### config.mk
export PLATFORM = sky130hd
export DESIGN_NAME = udiv16x8_seq
export DESIGN_NICKNAME = d
export VERILOG_FILES = /design/src/rtl/udiv16x8_seq.sv
export SDC_FILE = /design/constraint.sdc
export NUM_CORES = 1
export LEC_CHECK = 0
export ABC_AREA = 0
export ABC_CLOCK_PERIOD_IN_PS = 5500
export CORE_MARGIN = 5
export CORE_UTILIZATION = 35
export DETAILED_ROUTE_END_ITERATION = 10
export GPL_ROUTABILITY_DRIVEN = 0
export PLACE_DENSITY = 0.52
export SLEW_MARGIN = 40
export SYNTH_ARGS = -nofsm -noshare
export SYNTH_HDL_FRONTEND = slang
export SYNTH_SLANG_ARGS = --single-unit
export TNS_END_PERCENT = 10
### constraint.sdc
create_clock -name clk -period 5.5 [get_ports clk]
set_input_delay 0.825 -clock clk [delete_from_list [all_inputs] [get_ports clk]]
set_output_delay 0.825 -clock clk [all_outputs]
set_load 0.005 [all_outputs]
### src/rtl/udiv16x8_seq.sv
// Sequential radix-2 restoring unsigned divider (DIVIDEND_W / DIVISOR_W),
// one quotient bit per clock, valid/ready on both the operand and result sides.
module udiv16x8_seq #(
  parameter int DIVIDEND_W = 16,
  parameter int DIVISOR_W  = 8
) (
  input  logic                  clk,
  input  logic                  rst,
  input  logic                  in_valid,
  output logic                  in_ready,
  input  logic [DIVIDEND_W-1:0] dividend,
  input  logic [DIVISOR_W-1:0]  divisor,
  output logic                  out_valid,
  input  logic                  out_ready,
  output logic [DIVIDEND_W-1:0] quotient,
  output logic [DIVISOR_W-1:0]  remainder,
  output logic                  div_by_zero
);

  localparam int DD = DIVIDEND_W;
  localparam int DS = DIVISOR_W;
  localparam int CW = (DD > 2) ? $clog2(DD) : 1;
  localparam logic [CW-1:0] LAST = CW'(DD - 2);

  typedef enum logic [1:0] {IDLE, CALC, DONE} state_t;
  typedef logic [DS:0] rem_t;

  state_t          state_q, state_d;
  logic [CW-1:0]   cnt_q, cnt_d;
  rem_t            rem_q, rem_d;
  logic [DD-1:0]   dvd_q, dvd_d;
  logic [DS-1:0]   dvs_q, dvs_d;
  logic [DD-1:0]   quot_q, quot_d;
  logic [DS-1:0]   remo_q, remo_d;
  logic            dbz_q, dbz_d;

  // One restoring step, shared by the accept cycle and CALC.
  rem_t            step_rem_in, step_rem;
  logic [DD-1:0]   step_dvd_in, step_dvd;
  logic [DS-1:0]   step_dvs;
  logic [DS+1:0]   sh_rem, dvs_ext;
  logic            ge;

  always_comb begin
    step_rem_in = (state_q == IDLE) ? '0       : rem_q;
    step_dvd_in = (state_q == IDLE) ? dividend : dvd_q;
    step_dvs    = (state_q == IDLE) ? divisor  : dvs_q;
    sh_rem      = {step_rem_in, step_dvd_in[DD-1]};
    dvs_ext     = {2'b00, step_dvs};
    ge          = (sh_rem >= dvs_ext);
    step_rem    = ge ? rem_t'(sh_rem - dvs_ext) : sh_rem[DS:0];
    step_dvd    = {step_dvd_in[DD-2:0], ge};
  end

  // The first quotient bit is resolved in the accept cycle (partial remainder
  // starts from zero), so a nonzero result is visible DIVIDEND_W cycles after
  // acceptance while a zero divisor is answered in the very next cycle.
  always_comb begin
    state_d = state_q;
    cnt_d   = cnt_q;
    rem_d   = rem_q;
    dvd_d   = dvd_q;
    dvs_d   = dvs_q;
    quot_d  = quot_q;
    remo_d  = remo_q;
    dbz_d   = dbz_q;
    case (state_q)
      IDLE: begin
        if (in_valid) begin
          dvs_d = divisor;
          cnt_d = '0;
          if (divisor == '0) begin
            state_d = DONE;
            rem_d   = '0;
            dvd_d   = dividend;
            quot_d  = '1;
            remo_d  = dividend[DS-1:0];
            dbz_d   = 1'b1;
          end else begin
            state_d = CALC;
            rem_d   = step_rem;
            dvd_d   = step_dvd;
          end
        end
      end
      CALC: begin
        rem_d = step_rem;
        dvd_d = step_dvd;
        cnt_d = cnt_q + CW'(1);
        if (cnt_q == LAST) begin
          state_d = DONE;
          quot_d  = step_dvd;
          remo_d  = step_rem[DS-1:0];
          dbz_d   = 1'b0;
        end
      end
      DONE: begin
        if (out_ready) begin
          state_d = IDLE;
          dbz_d   = 1'b0;
        end
      end
      default: state_d = IDLE;
    endcase
  end

  always_ff @(posedge clk) begin
    if (rst) begin
      state_q <= IDLE;
      cnt_q   <= '0;
      rem_q   <= '0;
      dvd_q   <= '0;
      dvs_q   <= '0;
      quot_q  <= '0;
      remo_q  <= '0;
      dbz_q   <= 1'b0;
    end else begin
      state_q <= state_d;
      cnt_q   <= cnt_d;
      rem_q   <= rem_d;
      dvd_q   <= dvd_d;
      dvs_q   <= dvs_d;
      quot_q  <= quot_d;
      remo_q  <= remo_d;
      dbz_q   <= dbz_d;
    end
  end

  assign in_ready    = (state_q == IDLE);
  assign out_valid   = (state_q == DONE);
  assign quotient    = quot_q;
  assign remainder   = remo_q;
  assign div_by_zero = dbz_q;

endmodule

# Word level (Yosys, flattened, before mapping)
# Index checks and enable logic that the tools add are counted.
dict set report classes {
  addsub 2
  magnitude_cmp 1
  eq_ne 7
  muxes 30
  reduce_logical 9
}
# op n
set op_table {}
lappend op_table {{16-bit two-way mux} 6}
lappend op_table {{16-bit case mux with 2 select lines} 2}
lappend op_table {{9-bit two-way mux} 4}
lappend op_table {{8-bit two-way mux} 4}
lappend op_table {{9-bit case mux with 2 select lines} 1}
lappend op_table {{8-bit case mux with 2 select lines} 1}
lappend op_table {{10-bit by 8-bit >= comparator with 1-bit output} 1}
lappend op_table {{9-bit by 8-bit subtractor with 9-bit output} 1}
lappend op_table {{8-bit logical NOT} 1}
lappend op_table {{2-bit two-way mux} 4}
lappend op_table {{4-bit case mux with 2 select lines} 1}
lappend op_table {{2-bit case mux with 3 select lines} 1}
lappend op_table {{5-bit AND reduction} 1}
lappend op_table {{4-bit by 1-bit adder with 4-bit output, second input constant} 1}
lappend op_table {{4-bit == test, second input constant} 1}
lappend op_table {{1-bit two-way mux} 4}
lappend op_table {{4-bit two-way mux} 1}
lappend op_table {{2-bit by 1-bit inequality test with 1-bit output, second input constant} 2}
lappend op_table {{2-bit inequality test, second input constant} 2}
lappend op_table {{2-bit AND reduction} 2}
lappend op_table {{4-bit AND reduction} 1}
lappend op_table {{1-bit case mux with 3 select lines} 1}
lappend op_table {{3-bit AND reduction} 1}
lappend op_table {{3-bit nonzero test} 1}
lappend op_table {{4 further kinds} 4}
dict set report totals {
  register_bits 64
  inputBits 28
  elab_cells 57
}

# Logic depth before layout (Yosys ltp)
# Gate-level depths: netlist of run 1.
dict set report depth {
  depth_word 7
  mapped_depth 15
}

# Least setup slack after synthesis of run 1
# No wires, ideal clock.
dict set report synth_timing {
  kind {reg-to-reg}
  from {register state_q[0]}
  to {register remo_q[0] (netlist: remainder[0])}
  setup_ns 0.103
  arrival_time_ns 3.307
  required_ns 5.397
  setup_slack_ns 2.089
  stages_incl_launch_ff 15
  n_path_buf 4
  synth_period_minus_slack_ns 3.411
  path_cell_list {dfxtp_1 inv_1 ha_1 buf_2 buf_2 buf_1 mux2i_1 fa_1 a211oi_2 o21a_1 o21ba_1 buf_6 mux2i_1 nor2_1 a2111oi_2}
}
dict set report synth_via {
  elab_chain_len 6
  elab_cells_between_ends 15
  classes_between {add/sub (1); order compare (1); eq/ne (4); mux (6); reduce/logical (3)}
}
# item line
set synth_rtl {}
lappend synth_rtl {{from (decl)} 28} ;# state_t state_q, state_d;
lappend synth_rtl {{from (signal assigned)} 118} ;# state_q <= state_d;
lappend synth_rtl {{2-bit logical NOT (*)} n/a}
lappend synth_rtl {{named net in_ready} 10} ;# output logic in_ready,
lappend synth_rtl {{16-bit two-way mux (tied with other cells)} 46} ;# step_dvd_in = (state_q == IDLE) ? dividend : dvd_q;
lappend synth_rtl {{9-bit by 8-bit subtractor with 9-bit output or 10-bit by 8-bit >= comparator with 1-bit output (tied branches)} {51, 50}}
lappend synth_rtl {{9-bit two-way mux} 51} ;# step_rem = ge ? rem_t'(sh_rem - dvs_ext) : sh_rem[DS:0];
lappend synth_rtl {{8-bit two-way mux} 90} ;# if (cnt_q == LAST) begin
lappend synth_rtl {{8-bit case mux with 2 select lines} 67} ;# case (state_q)
lappend synth_rtl {{to (signal assigned)} 124} ;# remo_q <= remo_d;
lappend synth_rtl {{to (decl)} 34} ;# logic [DS-1:0] remo_q, remo_d;
# Mark *: on every way through the listed nets, which the timed path passes. The rest lies on a longest branch. The select of a mux whose other input is x is not followed.
# A chain may end at the register's enable or synchronous reset.

# Worst setup path after layout of run 1
dict set report layout_timing {
  from {register state_q[0]}
  to {register remo_q[0] (netlist: remainder[0])}
}
dict set report layout_via {
  elab_chain_len 6
  elab_cells_between_ends 15
  classes_between {add/sub (1); order compare (1); eq/ne (4); mux (6); reduce/logical (3)}
}
# item line
set layout_rtl {}
lappend layout_rtl {{2-bit logical NOT} n/a}
lappend layout_rtl {{16-bit two-way mux (tied with other cells)} 46}
lappend layout_rtl {{9-bit by 8-bit subtractor with 9-bit output or 10-bit by 8-bit >= comparator with 1-bit output (tied branches)} {51, 50}}
lappend layout_rtl {{9-bit two-way mux} 51}
lappend layout_rtl {{8-bit two-way mux} 90}
lappend layout_rtl {{8-bit case mux with 2 select lines} 67}
# Several ways; a longest one is shown, not always the timed one. The select of a mux whose other input is x is not followed.

==> out/results.tsv, run 1 <==
metric	value	unit
status	complete, no violations	
number of global-route vias before repair	3008	
Post-DRT Antenna Nets	0	
sw power	947.5	uW
Yosys warning total	0	
Pint	1.297	mW
IO Pins	55	
final setup fails	0	
unrepaired setup endpoints after global routing	false	
clk_skew	0.01143	ns
Final Total Pwr	2.245	mW
Mean Syn Cell Area	8.586	sq um
n_diodes	0	
Worst Reg-to-Reg Cells	11	
maximum vdd ir drop	0.2000	mV
crit-path max FO	29	
syn_nets	449	
CP arrival	3.91	ns
crit path capture type	register	
CTS resizes	0	
total gr overflow	0	
clk buf depth	2	
clk slew on worst S/H paths	0.07	ns
pwr dens	520.0	mW/mm^2
Layout fillers	1021	
DRC viols	0	
DIE AREA	0.01205	sq mm
die width	109.8	um
postcts setup bufs	0	
sequential area share after synthesis	36.76	%
MaxCap Viol Count	0	
# H-tree levels	3	
Post-DP HPWL	6639	um
Die Y	109.8	um
cell count after synthesis	406	
clock root buffer	clkbuf_8	
DRT Pass-1 Iters	5	
top cells by area, synth	dfxtp_1, mux2i_1, nor2_1	
worst hold stages	2	
Critical Path RT	5.74	ns
first-pass GRT wire length	15340	um
initial antenna violation count	0	
share of Yosys cell area claimed by the top area cell type	36.76	%
vias per cell	5.197	
worst skew pair latency	0.35	ns
dominant cell type by area after synthesis	dfxtp_1	
CTS Sinks	64	
Hold Fails Final Rpt	0	
total CTS buffers	9	
critical path class	reg -> reg	
Final #Nets	493	
EDFF count, synth	0	
upper clock frequency limit	272.7	MHz
Sw Ratio	42.21	%
Rel. slew slack	51.40	%
Setup WS post-layout	1.833	ns
worst slew pin tran	0.7289	ns
sequential power share	28.0	%
cts-stage hold buffer count	0	
DR iter-0 viols	147	
setup TNS	0	ns
Area Growth Syn to Fin	23.83	%
Initial Util	35.83	%
row count	36	
combinational power share	53.9	%
CTS tree	built	
core area	0.009729	sq mm
cell area after synthesis	0.003486	sq mm
Async SR Flop Fraction	0	%
pin count of the biggest net entering global routing	67	
top_reg_cell synth	dfxtp_1	
fin. max-slew vios	0	
WL per Instance	16.05	um
fin crit period	3.667	ns
synth unique cells	52	
fin crit share	66.67	%
clock power share	18.0	%
GRT Total Usage	16.36	%
port bufs	54	
Startpoint Class	register	
layout cells sized above 1	10.33	%
dpl ws	1.762	ns
vias post-DR	3056	
hold crit path type	reg -> reg	
leakage	1.650	nW
Synth Register Bits	64	
Post-Route WL	9436	um
[kinds of logic after synthesis]
logic type / synth area share [%]
simple gates: 18.34
xor+xnor: 1.257
compound gates: 21.61
fa+ha+maj: 5.600
mux: 12.20
buf+inv: 4.235
flops: 36.76
[through the flow]
step                      instances  hold slack [ns]  area (sq um)  util, %
final                           588           0.4535          4317    44.37
after global routing            588           0.4723          4317    44.37
after CTS                       588           0.4554          4317    44.37
after detailed placement        572           0.4456          4121    42.36
after global placement          572           0.4412          4121    42.36
after floorplan                 406           0.4312          3486        -
[worst paths after layout]
path                      startpoint                        end  slack [ns]
max          state_q[0]$_SDFFE_PP0P_  remainder[0]$_SDFFE_PP0P_        1.83
min            dvd_q[0]$_SDFFE_PP0P_      dvd_q[0]$_SDFFE_PP0P_        0.45
max reg2reg  state_q[0]$_SDFFE_PP0P_  remainder[0]$_SDFFE_PP0P_        1.83
min reg2reg    dvd_q[0]$_SDFFE_PP0P_      dvd_q[0]$_SDFFE_PP0P_        0.45
[power by group through the flow]
stage	sequential, mW	clock, mW	combinational (mW)
floorplan	0.629	0	0.891
global placement	0.637	0	1.21
detailed placement	0.639	0	1.21
CTS	0.629	0.423	1.22
global route	0.642	0.442	1.34
finish	0.629	0.405	1.21
[placed cells by master (no fill, tap or decap), drive strengths merged, types with 3 or more instances in the layout]
master and instances:
nand2b 3, a211oi 13, clkinvlp 3, dfxtp 64
nand2 37, clkdlybuf4s50 53, a311oi 4, nor3 4
clkbuf 9, nand4 3, mux2 12, a21oi 28
nand3 14, xnor2 3, mux2i 29, o21a 12
nor2b 9, o31a 5, ha 14, a22oi 4
nor2 64, buf 7, o21ai 10, o22ai 9
o211ai 4, inv 7, a221oi 5
[registers in the layout (all words and copies together) (netlist names)]
name,flops
cnt_q,4
div_by_zero,1
dvd_q,16
dvs_q,8
quotient,16
rem_q,9
remainder,8
state_q,2
[cells in the mapped netlist, types with 2 or more instances]
library cell / instances
dfxtp_1: 64
nor2_1: 64
nand2_1: 37
mux2i_1: 29
a21oi_1: 28
clkbuf_1: 16
ha_1: 14
nand3_1: 13
a211oi_1: 12
mux2_2: 12
o21a_1: 12
nor2b_1: 9
o22ai_1: 9
buf_2: 7
inv_1: 6
o21ai_0: 6
o31a_1: 5
a221oi_1: 4
a22oi_1: 4
a311oi_1: 4
nor3_1: 4
o211ai_1: 4
o21ai_1: 4
nand2b_1: 3
nand4_1: 3
xnor2_1: 3
buf_4: 2
nand3b_1: 2
nor4_2: 2
xor2_1: 2
[area by class of cell]
class                   count  area [sq um]  share of cell area [%]
repair buffers             60         580.6                   13.45
well taps                 133         166.4                   3.855
inverters                   6         22.52                  0.5217
clock buffers               9         123.9                   2.870
clock inverters             7         71.32                   1.652
multi-input cells         309          2071                   47.97
flip-flops and latches     64          1281                   29.68
[worst max-delay path, stage by stage (launching register included)]
cell	delay [ns]
dfxtp_1	0.33
inv_1	0.11
ha_2	0.53
buf_4	0.48
nor2b_1	0.18
fa_1	0.52
a211oi_2	0.26
o21a_1	0.22
o21ba_1	0.31
mux2i_1	0.28
nor2_1	0.07
a2111oi_2	0.26
[per-layer routing]
layer  GRT usage [%]  share of wire, %  up-vias
met2           25.30                46       64
met3           4.932               5.3        8
li1                -                 -     1549
met5               0                 0        -
met1           22.11                48     1435
met4           4.274               1.1        0
Power figures use the tool's default switching activity.
==> inputs of run 2 (changes only) <==
--- a/config.mk
+++ b/config.mk
@@ -6,12 +6,12 @@
 export NUM_CORES = 1
 export LEC_CHECK = 0
 export ABC_AREA = 0
-export ABC_CLOCK_PERIOD_IN_PS = 5500
+export ABC_CLOCK_PERIOD_IN_PS = 3300
 export CORE_MARGIN = 5
 export CORE_UTILIZATION = 35
 export DETAILED_ROUTE_END_ITERATION = 10
 export GPL_ROUTABILITY_DRIVEN = 0
-export PLACE_DENSITY = 0.52
+export PLACE_DENSITY = 0.54
 export SLEW_MARGIN = 40
 export SYNTH_ARGS = -nofsm -noshare
 export SYNTH_HDL_FRONTEND = slang
==> constraint.sdc (replaced) <==
create_clock -name clk -period 3.3 [get_ports clk]
set_input_delay 0.495 -clock clk [delete_from_list [all_inputs] [get_ports clk]]
set_output_delay 0.495 -clock clk [all_outputs]
set_load 0.005 [all_outputs]
==> out/results.tsv, run 2 (synthesis gave the netlist of run 1 again) <==
metric	value	unit	change
pin count of the biggest net entering global routing	44		was 67
clock root buffer	clkbuf_8		unchanged
CTS tree	built		unchanged
WL per Instance	16.07	um	was 16.05 um
DIE AREA	0.01205	sq mm	unchanged
clk slew on worst S/H paths	0.07	ns	about the same
Die Y	109.8	um	unchanged
first-pass GRT wire length	15950	um	was 15,340 um
MaxCap Viol Count	0		unchanged
Post-DP HPWL	6947	um	was 6639 um
maximum vdd ir drop	0.3194	mV	was 0.2000 mV
DR iter-0 viols	122		was 147
fin crit period	3.109	ns	was 3.667 ns
commonest cells after routing, fill and taps aside	nor2_1, dfxtp_1, clkdlybuf4s50_1, nand2_1, mux2i_1		unchanged
post-route design area	0.004398	sq mm	was 0.004317 sq mm
Post-DP Area	0.004212	sq mm	was 0.004121 sq mm
worst slew pin tran	0.4795	ns	was 0.7289 ns
Rel. slew slack	68.03	%	was 51.40%
final setup fails	0		unchanged
Initial Util	35.83	%	unchanged
Layout fillers	993		was 1,021
final core utilization	45.20	%	was 44.37%
Post-DRT Antenna Nets	0		unchanged
setup TNS	0	ns	unchanged
initial antenna violation count	0		unchanged
n_diodes	0		unchanged
unrepaired setup endpoints after global routing	true		was false
critical path's largest stage delay	0.35	ns	was 0.53 ns
Final #Nets	505		was 493
Area Growth Syn to Fin	26.17	%	was 23.83%
clk buf depth	2		unchanged
# H-tree levels	3		unchanged
total gr overflow	0		unchanged
layout cells sized above 1	12.23	%	was 10.33%
upper clock frequency limit	321.7	MHz	was 272.7 MHz
CP arrival	3.35	ns	was 3.91 ns
total CTS buffers	9		unchanged
Post-Route WL	9624	um	was 9436 um
vias post-DR	3123		was 3,056
port bufs	54		unchanged
Critical Path RT	3.54	ns	was 5.74 ns
WP buf/inv	2		unchanged
crit path capture type	register		unchanged
row count	36		unchanged
postcts setup bufs	0		unchanged
GRT Total Usage	16.95	%	was 16.36%
Final Total Pwr	3.801	mW	was 2.245 mW
worst skew pair latency	0.35	ns	about the same
status	complete, no violations		unchanged
vias per cell	5.214		was 5.197
critical path's slowest cell	ha_1		was ha_2
CTS Sinks	64		unchanged
critical path class	reg -> reg		unchanged
Startpoint Class	register		unchanged
DRT Pass-1 Iters	4		was 5
Top delay family on crit path	compound AO/OA/AOI/OAI gates		was adder cells
core area	0.009729	sq mm	unchanged
clk_skew	0.01051	ns	was 0.01143 ns
crit-path max FO	17		was 29
hold slack final	0.4534	ns	was 0.4535 ns
hold crit path type	reg -> reg		unchanged
fin crit share	94.20	%	was 66.67%
CP cell instances	inv_1 -> ha_2 -> buf_4 -> mux2i_1 -> ha_1 -> a211oi_2 -> o21a_1 -> o21ba_1 -> mux2i_1 -> nor2_1 -> a2111oi_2		was inv_1 -> ha_2 -> buf_4 -> nor2b_1 -> fa_1 -> a211oi_2 -> o21a_1 -> o21ba_1 -> mux2i_1 -> nor2_1 -> a2111oi_2
die width	109.8	um	unchanged
pwr dens	864.3	mW/mm^2	was 520.0 mW/mm^2
number of global-route vias before repair	3194		was 3,008
DRC viols	0		unchanged
most used cell, CP	mux2i_1		
IO Pins	55		unchanged
Hold Fails Final Rpt	0		unchanged
leakage	1.705	nW	was 1.650 nW
fin. max-slew vios	0		unchanged
-- run 2: cell types whose count changed in the layout (fill, tap and decap cells not counted) --
cell	previous run	this run
bufinv_16	1	0
clkinvlp_4	3	1
o21bai_4	0	1
buf_6	0	1
clkbuf_1	0	1
buf_2	1	0
inv_6	1	0
clkbuf_8	9	11
buf_4	6	18
o21bai_2	1	0
-- run 2: final timing paths --
| path | startpoint | endpoint | slack [ns] | depth (start not counted) |
|---|---|---|---|---|
| worst max-delay path | state_q[0]$_SDFFE_PP0P_ | remainder[0]$_SDFFE_PP0P_ | 0.19 | 11 |
| worst min-delay path | dvs_q[7]$_SDFFE_PP0P_ | dvs_q[7]$_SDFFE_PP0P_ | 0.45 | 2 |
| worst max register to register | state_q[0]$_SDFFE_PP0P_ | remainder[0]$_SDFFE_PP0P_ | 0.19 | 11 |
| worst min register to register | dvs_q[7]$_SDFFE_PP0P_ | dvs_q[7]$_SDFFE_PP0P_ | 0.45 | 2 |
-- run 2: repair_timing --
item | 4_1_cts | 5_1_grt
endpoints found under the setup margin | 0 | 8
gates resized for setup | 0 | 2
hold buffers | 0 | 0
-- run 2: cell type report --
cell class / count / area, sq um / area share (%)
Multi-Input combinational cell: 309 / 2078 / 47.25
Sequential cell: 64 / 1281 / 29.13
Timing Repair Buffer: 72 / 676.9 / 15.39
Tap cell: 133 / 166.4 / 3.784
Clock buffer: 12 / 155.1 / 3.528
Inverter: 6 / 22.52 / 0.5121
Clock inverter: 3 / 17.52 / 0.3983
-- run 2: through the flow --
stage               cells  worst slack [ns]
floorplan             406            0.1115
global placement      584            0.1127
detailed placement    584           0.07511
CTS                   599            0.1170
global route          599          -0.05512
finish                599            0.1914
-- run 2: worst min-delay path, cell delays in order, from the launching register on --
cell and delay [ns]:
dfxtp_1 0.31, nand2_1 0.05, a21oi_1 0.05
-- run 2: metal layers --
layer	track usage, %	share of wire [%]
met1	21.87	48
met3	5.344	4.6
met4	4.185	1.4
met2	27.43	46
met5	0	0
-- run 2: power by group --
group | total (mW) | internal (mW) | switching (mW)
registers | 1.05 | 0.953 | 0.0923
clock network | 0.612 | 0.307 | 0.305
logic | 2.14 | 0.955 | 1.19
total | 3.80 | 2.21 | 1.59
==> inputs of run 3 (changes only) <==
--- a/config.mk
+++ b/config.mk
@@ -9,6 +9,7 @@
 export ABC_CLOCK_PERIOD_IN_PS = 3300
 export CORE_MARGIN = 5
 export CORE_UTILIZATION = 35
+export CTS_CLUSTER_SIZE = 16
 export DETAILED_ROUTE_END_ITERATION = 10
 export GPL_ROUTABILITY_DRIVEN = 0
 export PLACE_DENSITY = 0.54
==> results of run 3 <==
The final DEF is identical to that of run 2; final timing and power are the same.
